## src/rtl/pc_sequencer.sv

```systemverilog
// pc_sequencer
//   Fetch/execute control FSM sitting between the instruction decoder and the
//   program counter. It drives the counter's load, enable and load value, and
//   keeps a small return-address stack for call/return.
//
//   Optional feature macro: SKIP_SEQ_EN
//     defined   -> skip_req is honoured in EXEC (lowest priority) and the SKIP
//                  state adds one extra counter increment.
//     undefined -> no SKIP state; skip_req is ignored.
//
// Ports
//   clk        in   rising-edge clock
//   reset      in   asynchronous, active-high; clears all state
//   start      in   leave IDLE or HALT and begin fetching
//   pc_in      in   current counter value (return address source)
//   jump_req   in   EXEC request: load jump_addr
//   call_req   in   EXEC request: push pc_in, load jump_addr
//   ret_req    in   EXEC request: pop stack into the counter
//   halt_req   in   EXEC request: stop sequencing
//   skip_req   in   EXEC request: skip next instruction (SKIP_SEQ_EN only)
//   jump_addr  in   jump/call target
//   pc_load    out  counter load, one-cycle pulse in LOAD
//   pc_enable  out  counter increment enable (FETCH and SKIP)
//   pc_value   out  counter load value, valid while pc_load=1
//   fetch      out  high in FETCH
//   exec       out  high in EXEC; decoder requests are sampled this cycle
//   halted     out  high in HALT
//   stack_err  out  sticky overflow/underflow flag
//   sp         out  stack occupancy 0..DEPTH
//   dbg_state  out  current FSM state code, for debug and checkers
//
// Handshake: requests are level signals sampled only on the clock edge that
// closes EXEC; they are ignored in every other state. start is sampled only in
// IDLE and HALT.

module pc_sequencer #(
   parameter int AW    = 12,
   parameter int DEPTH = 4
) (
   input  logic                     clk,
   input  logic                     reset,
   input  logic                     start,
   input  logic [AW-1:0]            pc_in,
   input  logic                     jump_req,
   input  logic                     call_req,
   input  logic                     ret_req,
   input  logic                     halt_req,
   input  logic                     skip_req,
   input  logic [AW-1:0]            jump_addr,
   output logic                     pc_load,
   output logic                     pc_enable,
   output logic [AW-1:0]            pc_value,
   output logic                     fetch,
   output logic                     exec,
   output logic                     halted,
   output logic                     stack_err,
   output logic [$clog2(DEPTH):0]   sp,
   output logic [2:0]               dbg_state
);

   localparam int IW  = $clog2(DEPTH);
   localparam int SPW = IW + 1;

   localparam logic [2:0] S_IDLE  = 3'd0;
   localparam logic [2:0] S_FETCH = 3'd1;
   localparam logic [2:0] S_EXEC  = 3'd2;
   localparam logic [2:0] S_LOAD  = 3'd3;
`ifdef SKIP_SEQ_EN
   localparam logic [2:0] S_SKIP  = 3'd4;
`endif
   localparam logic [2:0] S_HALT  = 3'd5;
   localparam logic [2:0] S_ERR   = 3'd6;

   logic [2:0]     r_state;
   logic [SPW-1:0] r_sp;
   logic [AW-1:0]  r_stack [DEPTH];

   logic [2:0]     w_next;
   logic           w_push;
   logic           w_pop;
   logic           w_take_jaddr;
   logic           w_err;
   logic           w_en_next;
   logic [IW-1:0]  w_top_idx;

   assign w_top_idx = r_sp[IW-1:0] - IW'(1);

   always_comb begin
      w_next       = r_state;
      w_push       = 1'b0;
      w_pop        = 1'b0;
      w_take_jaddr = 1'b0;
      w_err        = 1'b0;
      case (r_state)
         S_IDLE:  if (start) w_next = S_FETCH;
         S_FETCH: w_next = S_EXEC;
         S_EXEC: begin
            // Priority: halt > ret > call > jump > skip; the rest are dropped.
            if (halt_req) begin
               w_next = S_HALT;
            end else if (ret_req) begin
               if (r_sp == '0) begin
                  w_err  = 1'b1;
                  w_next = S_ERR;
               end else begin
                  w_pop  = 1'b1;
                  w_next = S_LOAD;
               end
            end else if (call_req) begin
               if (r_sp == SPW'(DEPTH)) begin
                  w_err  = 1'b1;
                  w_next = S_ERR;
               end else begin
                  w_push       = 1'b1;
                  w_take_jaddr = 1'b1;
                  w_next       = S_LOAD;
               end
            end else if (jump_req) begin
               w_take_jaddr = 1'b1;
               w_next       = S_LOAD;
`ifdef SKIP_SEQ_EN
            end else if (skip_req) begin
               w_next = S_SKIP;
`endif
            end else begin
               w_next = S_FETCH;
            end
         end
         S_LOAD:  w_next = S_FETCH;
`ifdef SKIP_SEQ_EN
         S_SKIP:  w_next = S_FETCH;
`endif
         S_HALT:  if (start) w_next = S_FETCH;
         S_ERR:   w_next = S_ERR;
         default: w_next = S_IDLE;
      endcase
   end

`ifdef SKIP_SEQ_EN
   assign w_en_next = (w_next == S_FETCH) || (w_next == S_SKIP);
`else
   assign w_en_next = (w_next == S_FETCH);
   logic w_unused_skip;
   assign w_unused_skip = skip_req;
`endif

   // Strobes are registered from the next-state value so every output comes
   // straight from a flop and lines up with the state it belongs to.
   always_ff @(posedge clk or posedge reset) begin
      if (reset) begin
         r_state   <= S_IDLE;
         r_sp      <= '0;
         pc_load   <= 1'b0;
         pc_enable <= 1'b0;
         pc_value  <= '0;
         fetch     <= 1'b0;
         exec      <= 1'b0;
         halted    <= 1'b0;
         stack_err <= 1'b0;
      end else begin
         r_state   <= w_next;
         pc_load   <= (w_next == S_LOAD);
         pc_enable <= w_en_next;
         fetch     <= (w_next == S_FETCH);
         exec      <= (w_next == S_EXEC);
         halted    <= (w_next == S_HALT);
         if (w_err) stack_err <= 1'b1;
         if (w_push)
            r_sp <= r_sp + SPW'(1);
         else if (w_pop)
            r_sp <= r_sp - SPW'(1);
         if (w_pop)
            pc_value <= r_stack[w_top_idx];
         else if (w_take_jaddr)
            pc_value <= jump_addr;
      end
   end

   // Stack contents need no reset: sp alone defines which entries are live.
   always_ff @(posedge clk) begin
      if (w_push) r_stack[r_sp[IW-1:0]] <= pc_in;
   end

   assign sp        = r_sp;
   assign dbg_state = r_state;

endmodule

```

## config.mk

```make
export PLATFORM = sky130hd
export DESIGN_NAME = pc_sequencer
export DESIGN_NICKNAME = d
export VERILOG_FILES = /design/src/rtl/pc_sequencer.sv
export SDC_FILE = /design/constraint.sdc
export NUM_CORES = 1
export LEC_CHECK = 0
export CORE_MARGIN = 5
export CORE_UTILIZATION = 51
export CTS_BUF_LIST = sky130_fd_sc_hd__clkbuf_4 sky130_fd_sc_hd__clkbuf_8 sky130_fd_sc_hd__clkbuf_16
export DETAILED_ROUTE_END_ITERATION = 12
export GPL_ROUTABILITY_DRIVEN = 0
export PLACE_DENSITY = 0.79
export SYNTH_ARGS = -nofsm -noshare
export SYNTH_HDL_FRONTEND = slang
export SYNTH_SLANG_ARGS = --single-unit
```

## constraint.sdc

```tcl
create_clock -name clk -period 2.87 [get_ports clk]
set_input_delay 0.287 -clock clk [delete_from_list [all_inputs] [get_ports clk]]
set_output_delay 0.287 -clock clk [all_outputs]
set_load 0.01 [all_outputs]
```

Word-level counts from Yosys, hierarchy flattened

Memory sizes are Yosys's and may differ from the RTL's.
Index checks and enable logic that the tools add are counted.

Add/subtract/negate cells: 3
Equal/unequal tests: 10
Mux-type cells: 34
Reduce and logical (&&, ||, !) cells: 5

Operators by type and width:

| kind                                                               | count |
|---|---|
| 12-bit 2-to-1 mux                                                  | 2 |
| 3-bit 2-to-1 mux                                                   | 8 |
| 1-bit 2-to-1 mux                                                   | 22 |
| 3-bit case mux with 5 select lines                                 | 1 |
| 3-bit by 2-bit == test with 1-bit output, second input constant    | 4 |
| 3-bit == test, second input constant                               | 4 |
| 3-bit by 1-bit == test with 1-bit output, second input constant    | 2 |
| 3-bit logical NOT                                                  | 2 |
| 2-bit nonzero test                                                 | 2 |
| 3-bit by 1-bit adder with 3-bit output, second input constant      | 1 |
| 3-bit by 1-bit subtractor with 3-bit output, second input constant | 1 |
| 2-bit 2-to-1 mux                                                   | 1 |
| 2-bit OR reduction                                                 | 1 |
| 2-bit by 1-bit subtractor with 2-bit output, second input constant | 1 |

Bits in registers: 23
Memory bits (writable): 48
Bits of input ports: 32
Output and inout port bits: 24
Word-level logic and storage cells: 61
Memories kept: 1

Memories:

| name    | words | bits a word | rd ports | clocked after Yosys merged registers in | wr ports | line | source |
|---|---|---|---|---|---|---|---|
| r_stack | 4     | 12          | 1        | 0                                       | 1        | 76   | `logic [AW-1:0] r_stack [DEPTH];` |

Depth between registers and ports, before layout

Depth in word-level cells: 8
Gate-level depth with buffers: 11
Gate-level depth less buffers: 10

Worst setup path after synthesis

Ideal clock, no wire load.

Path type: reg2reg
Start: reg r_sp[0] (netlist: sp[0])
End: reg r_sp[2] (netlist: sp[2])
Setup time: 82 ps
Arrival: 2,438 ps
Required time: 2,788 ps
Slack: 350 ps
Stages on the path, launching flop included: 11
Buffers on the path: 1
Period minus slack after synthesis: 2,520 ps
Path through: dfrtp_1 > buf_2 > inv_1 > ha_1 > nand2_1 > nor3b_4 > inv_2 > fa_1 > o21ai_0 > a31oi_1 > a31oi_1

Cells in the longest elaborated chain, start to end: 7
Elaborated cells on any way between the ends: 16
Those cells by class: add/sub (2); eq/ne (1); mux (11); reduce/logical (2)

RTL lines:

| item                                                   | line | source |
|---|---|---|
| from (decl)                                            | 75   | `logic [SPW-1:0] r_sp;` |
| from (signal assigned)                                 | 169  | `r_sp <= r_sp + SPW'(1);` |
| from (signal assigned)                                 | 171  | `r_sp <= r_sp - SPW'(1);` |
| 3-bit == test                                          | 110  | `if (r_sp == SPW'(DEPTH)) begin` |
| 1-bit 2-to-1 mux                                       | 110  |  |
| 1-bit 2-to-1 mux                                       | 109  | `end else if (call_req) begin` |
| 1-bit 2-to-1 mux                                       | 101  | `end else if (ret_req) begin` |
| 1-bit 2-to-1 mux                                       | 99   | `if (halt_req) begin` |
| 1-bit 2-to-1 mux                                       | 94   | `case (r_state)` |
| 3-bit 2-to-1 mux or 2-bit nonzero test (tied branches) | --   |  |

Parallel ways exist; a longest one is shown, timed or not. The select of a mux whose other input is x is not followed.
A chain may end at the register's enable or synchronous reset.

Worst setup path after layout

Start: reg r_state[2] (netlist: dbg_state[2])
End: reg r_sp[2] (netlist: sp[2])

Cells in the longest elaborated chain, start to end: 3
Elaborated cells on any way between the ends: 5
Those cells by class: eq/ne (1); mux (3); reduce/logical (1)

RTL lines:

| item                                                   | line | source |
|---|---|---|
| from (decl)                                            | 74   | `logic [2:0] r_state;` |
| from (signal assigned)                                 | 161  | `r_state <= w_next;` |
| 3-bit by 2-bit == test with 1-bit output *             | 94   |  |
| 1-bit 2-to-1 mux                                       | 94   |  |
| 3-bit 2-to-1 mux or 2-bit nonzero test (tied branches) | --   |  |

Mark *: on every way between the ends. The rest lies on a longest branch, timed or not.

==> impl_metrics.csv <==
group,metric,value,unit
outcome,outcome,"finished, final reports clean",
global_route,grt_pass1_vias,1764,
die,io_pins,56,
min_path,min-delay-path-class,"in2async",
cts,numCtsBuffers,9,
routing,ant_nets,0,
cts,htreeDepth,3,
sta,clock.fmax,422,MHz
global_route,grt_max_degree,24,
global_route,grt_use_total,16.3,%
critical_path,crit_path_start_kind,"flip-flop",
cts,tritoncts,"done",
synthesis,ys_seq_area_share,69.1,%
synthesis,yosysMostFrequentCell,"edfxtp_1",
die,die_area,7330,µm²
sta,hold_violations,0,
cts,clock_latency,0.34,ns
synthesis,synthesis.area,2920,µm²
power_and_ir_drop,p_per_area,898,nW/µm²
critical_path,cp_max_fo,9,
synthesis,yosysWarnings,0,
routing,wl_per_cell,16.5,µm
routing,drc,0,
synthesis,async_reset_ff_share,32.4,%
cells_and_area,regArea,2020,µm²
global_route,antenna_found_initial,0,
place,io_buffers,54,
global_route,grt-ovfl-total,0,
die,start_util,52.7,%
cells_and_area,multi_input_comb_area,795,µm²
sta,tightestPinTransition,0.847,ns
sta,slew_headroom,43.4,%
cts,clockBufferDepth,2,
sta,setup-violations-final,0,
cells_and_area,antenna_cells,0,
flow_run,cap_viol_max_count,0,
synthesis,synth_edf_count,48,
sta,setup_slack,0.498,ns
critical_path,cp_common_cell,"a31oi_1",
power_and_ir_drop,ir_worst_vdd,414,µV
die,rows,27,
cts,cts.clk_slew.worst_paths,0.07,ns
cells_and_area,layout-drive-gt1-share,18.2,%
routing,avgViaCountPerCell,5.26,
synthesis,ys_ff_latch,71,
place,hpwlAfterDp,3.82,mm
sta,fin_crit_sh,82.6,%
cells_and_area,area_growth,29.9,%
critical_path,worstPathCellList,"or4b_4 > nor3b_4 > inv_2 > fa_1 > o21ai_0 > a31oi_1 > a31oi_1",
critical_path,required,3.13,ns
cts,cts_setup_buffers,0,
sta,fin_tns_setup,0,ns
critical_path,end_kind,"flip-flop",
cts,clockRootBuffer,"clkbuf_8",
cells_and_area,final_util,68.4,%
critical_path,critical_path_arrival,2.64,ns
routing,wl,5.36,mm
synthesis,synthesis.nets,218,
power_and_ir_drop,p_leak,1.45,nW
synthesis,synth_cells,181,
routing,drtIter0Drc,66,
die,die_h,85.6,µm
synthesis,ys_top_cells_by_count,"48 x edfxtp_1, 23 x dfrtp_1, 18 x inv_1",
synthesis,synth_top_area_share,49.4,%
global_route,grt_pass1_wl,8.79,mm
synthesis,synthDominantAreaCellType,"edfxtp_1",
critical_path,critical-path-max-stage-delay,0.55,ns
sta,slew_violations,0,
synthesis,yosysUniqueCellTypes,39,
critical_path,critPathSlowestCell,"or4b_4",
routing,dr.pass1.iters,4,
cells_and_area,num-nets-final,285,
critical_path,crit_type,"reg2reg",
cts,clock_sinks,71,
sta,fin_worst_skew,0.00566,ns
synthesis,netlist_top_cells_area,"edfxtp_1 49%, dfrtp_1 20%, mux4_2 9.3%",
cells_and_area,final_area,3790,µm²
routing,route.vias.total,1710,
cts,post_cts_resize_count,0,
sta,rsz0062_at_grt,"false",
cells_and_area,fill_cells,378,
place,pre_cts_slack,0.209,ns
synthesis,syn_avg_cell_area,16.1,µm²
sta,fin_crit,2.37,ns
synthesis,ys.flop_type,"edfxtp_1",
die,fp.dieW,85.6,µm
die,core,5540,µm²
cts,ctsHoldBuffers,0,
place,dpl-instance-area,3570,µm²
-- metal layers --
metal,routed length (µm),vias to the layer above,global-route usage [%]
li1,-,815,-
met1,2220,838,19.1
met2,2730,53,27.4
met3,354,4,5.00
met4,58,0,7.48
met5,0,-,0
-- cell type report --
| class | count | area share, % |
|---|---|---|
| sequential | 71 | 53.2 |
| multi-input combinational | 85 | 21.0 |
| timing repair buffer | 62 | 15.8 |
| clock buffer | 10 | 3.47 |
| tap | 72 | 2.38 |
| clock inverter | 6 | 2.24 |
| inverter | 19 | 1.88 |
-- final timing paths --
| check | cells past startpoint | from | slack (ns) | endpoint |
|---|---|---|---|---|
| max reg2reg | 7 | dbg_state[2] | 0.50 | sp[2] |
| min in group clk | 1 | stack_err | 0.47 | stack_err |
| min reg2reg | 1 | stack_err | 0.47 | stack_err |
| max in group asynchronous | 2 | reset | 1.92 | pc_value[1] |
| max | 7 | dbg_state[2] | 0.50 | sp[2] |
| min | 2 | reset | 0.43 | pc_value[0] |
-- logic make-up (layout without fill, tap and decap cells) --
family                     count (synthesis)  in the layout  share of synthesized area (%)
AOI/OAI and AO/OA                         35             35                           7.25
xor gates and xnor gates                   1              1                          0.300
adders and majority gates                  5              5                           2.40
buffers and inverters                     25             97                           3.64
DFF                                       71             71                           69.1
muxes                                     13             13                           9.78
and+or+nand+nor                           31             31                           7.50
-- critical path, delay by kind of cell, from the launching register on --
kind,cells,cell delay [ns]
adders and majority gates,1,0.44
DFF,1,0.47
AOI/OAI and AO/OA,3,0.49
buffers and inverters,1,0.08
and+or+nand+nor,2,0.82
-- where the power goes --
part / leakage [nW] / internal (W) / switching [W]
logic: 0.647 / 0.000674 / 0.000521
clock network: 0.106 / 0.000495 / 0.000355
registers: 0.695 / 0.00124 / 0.000114
-- placed cells by master, fill, tap and decap left out, drive strengths merged --
cell type / instances
a211oi: 1
a21oi: 15
a31o: 1
a31oi: 2
and2: 6
and2b: 3
buf: 8
bufinv: 2
clkbuf: 10
clkdlybuf4s50: 54
clkinv: 2
clkinvlp: 2
dfrtp: 23
edfxtp: 48
fa: 1
ha: 4
inv: 19
mux2: 1
mux4: 12
nand2: 5
nand2b: 2
nand3: 3
nand3b: 2
nand4b: 1
nor2: 2
nor3b: 2
nor4b: 1
o2111ai: 1
o21ai: 1
o21bai: 1
o22ai: 13
or2: 1
or2b: 1
or4: 1
or4b: 1
xnor2: 1
-- registers in the layout, summed over array words and instances (netlist names) --
name,count
r_stack,48
pc_load,1
fetch,1
halted,1
exec,1
stack_err,1
pc_value,12
sp,3
dbg_state,3
-- per-stage QoR --
step / hold WS, ns / power (W) / std cells
global route: 0.488 / 0.00362 / 325
detailed placement: 0.461 / 0.00259 / 309
finish: 0.427 / 0.00340 / 325
CTS: 0.455 / 0.00344 / 325
global placement: 0.452 / 0.00256 / 309
floorplan: 0.289 / 0.00210 / 181
Note: power is estimated with default switching activity, not from simulation.
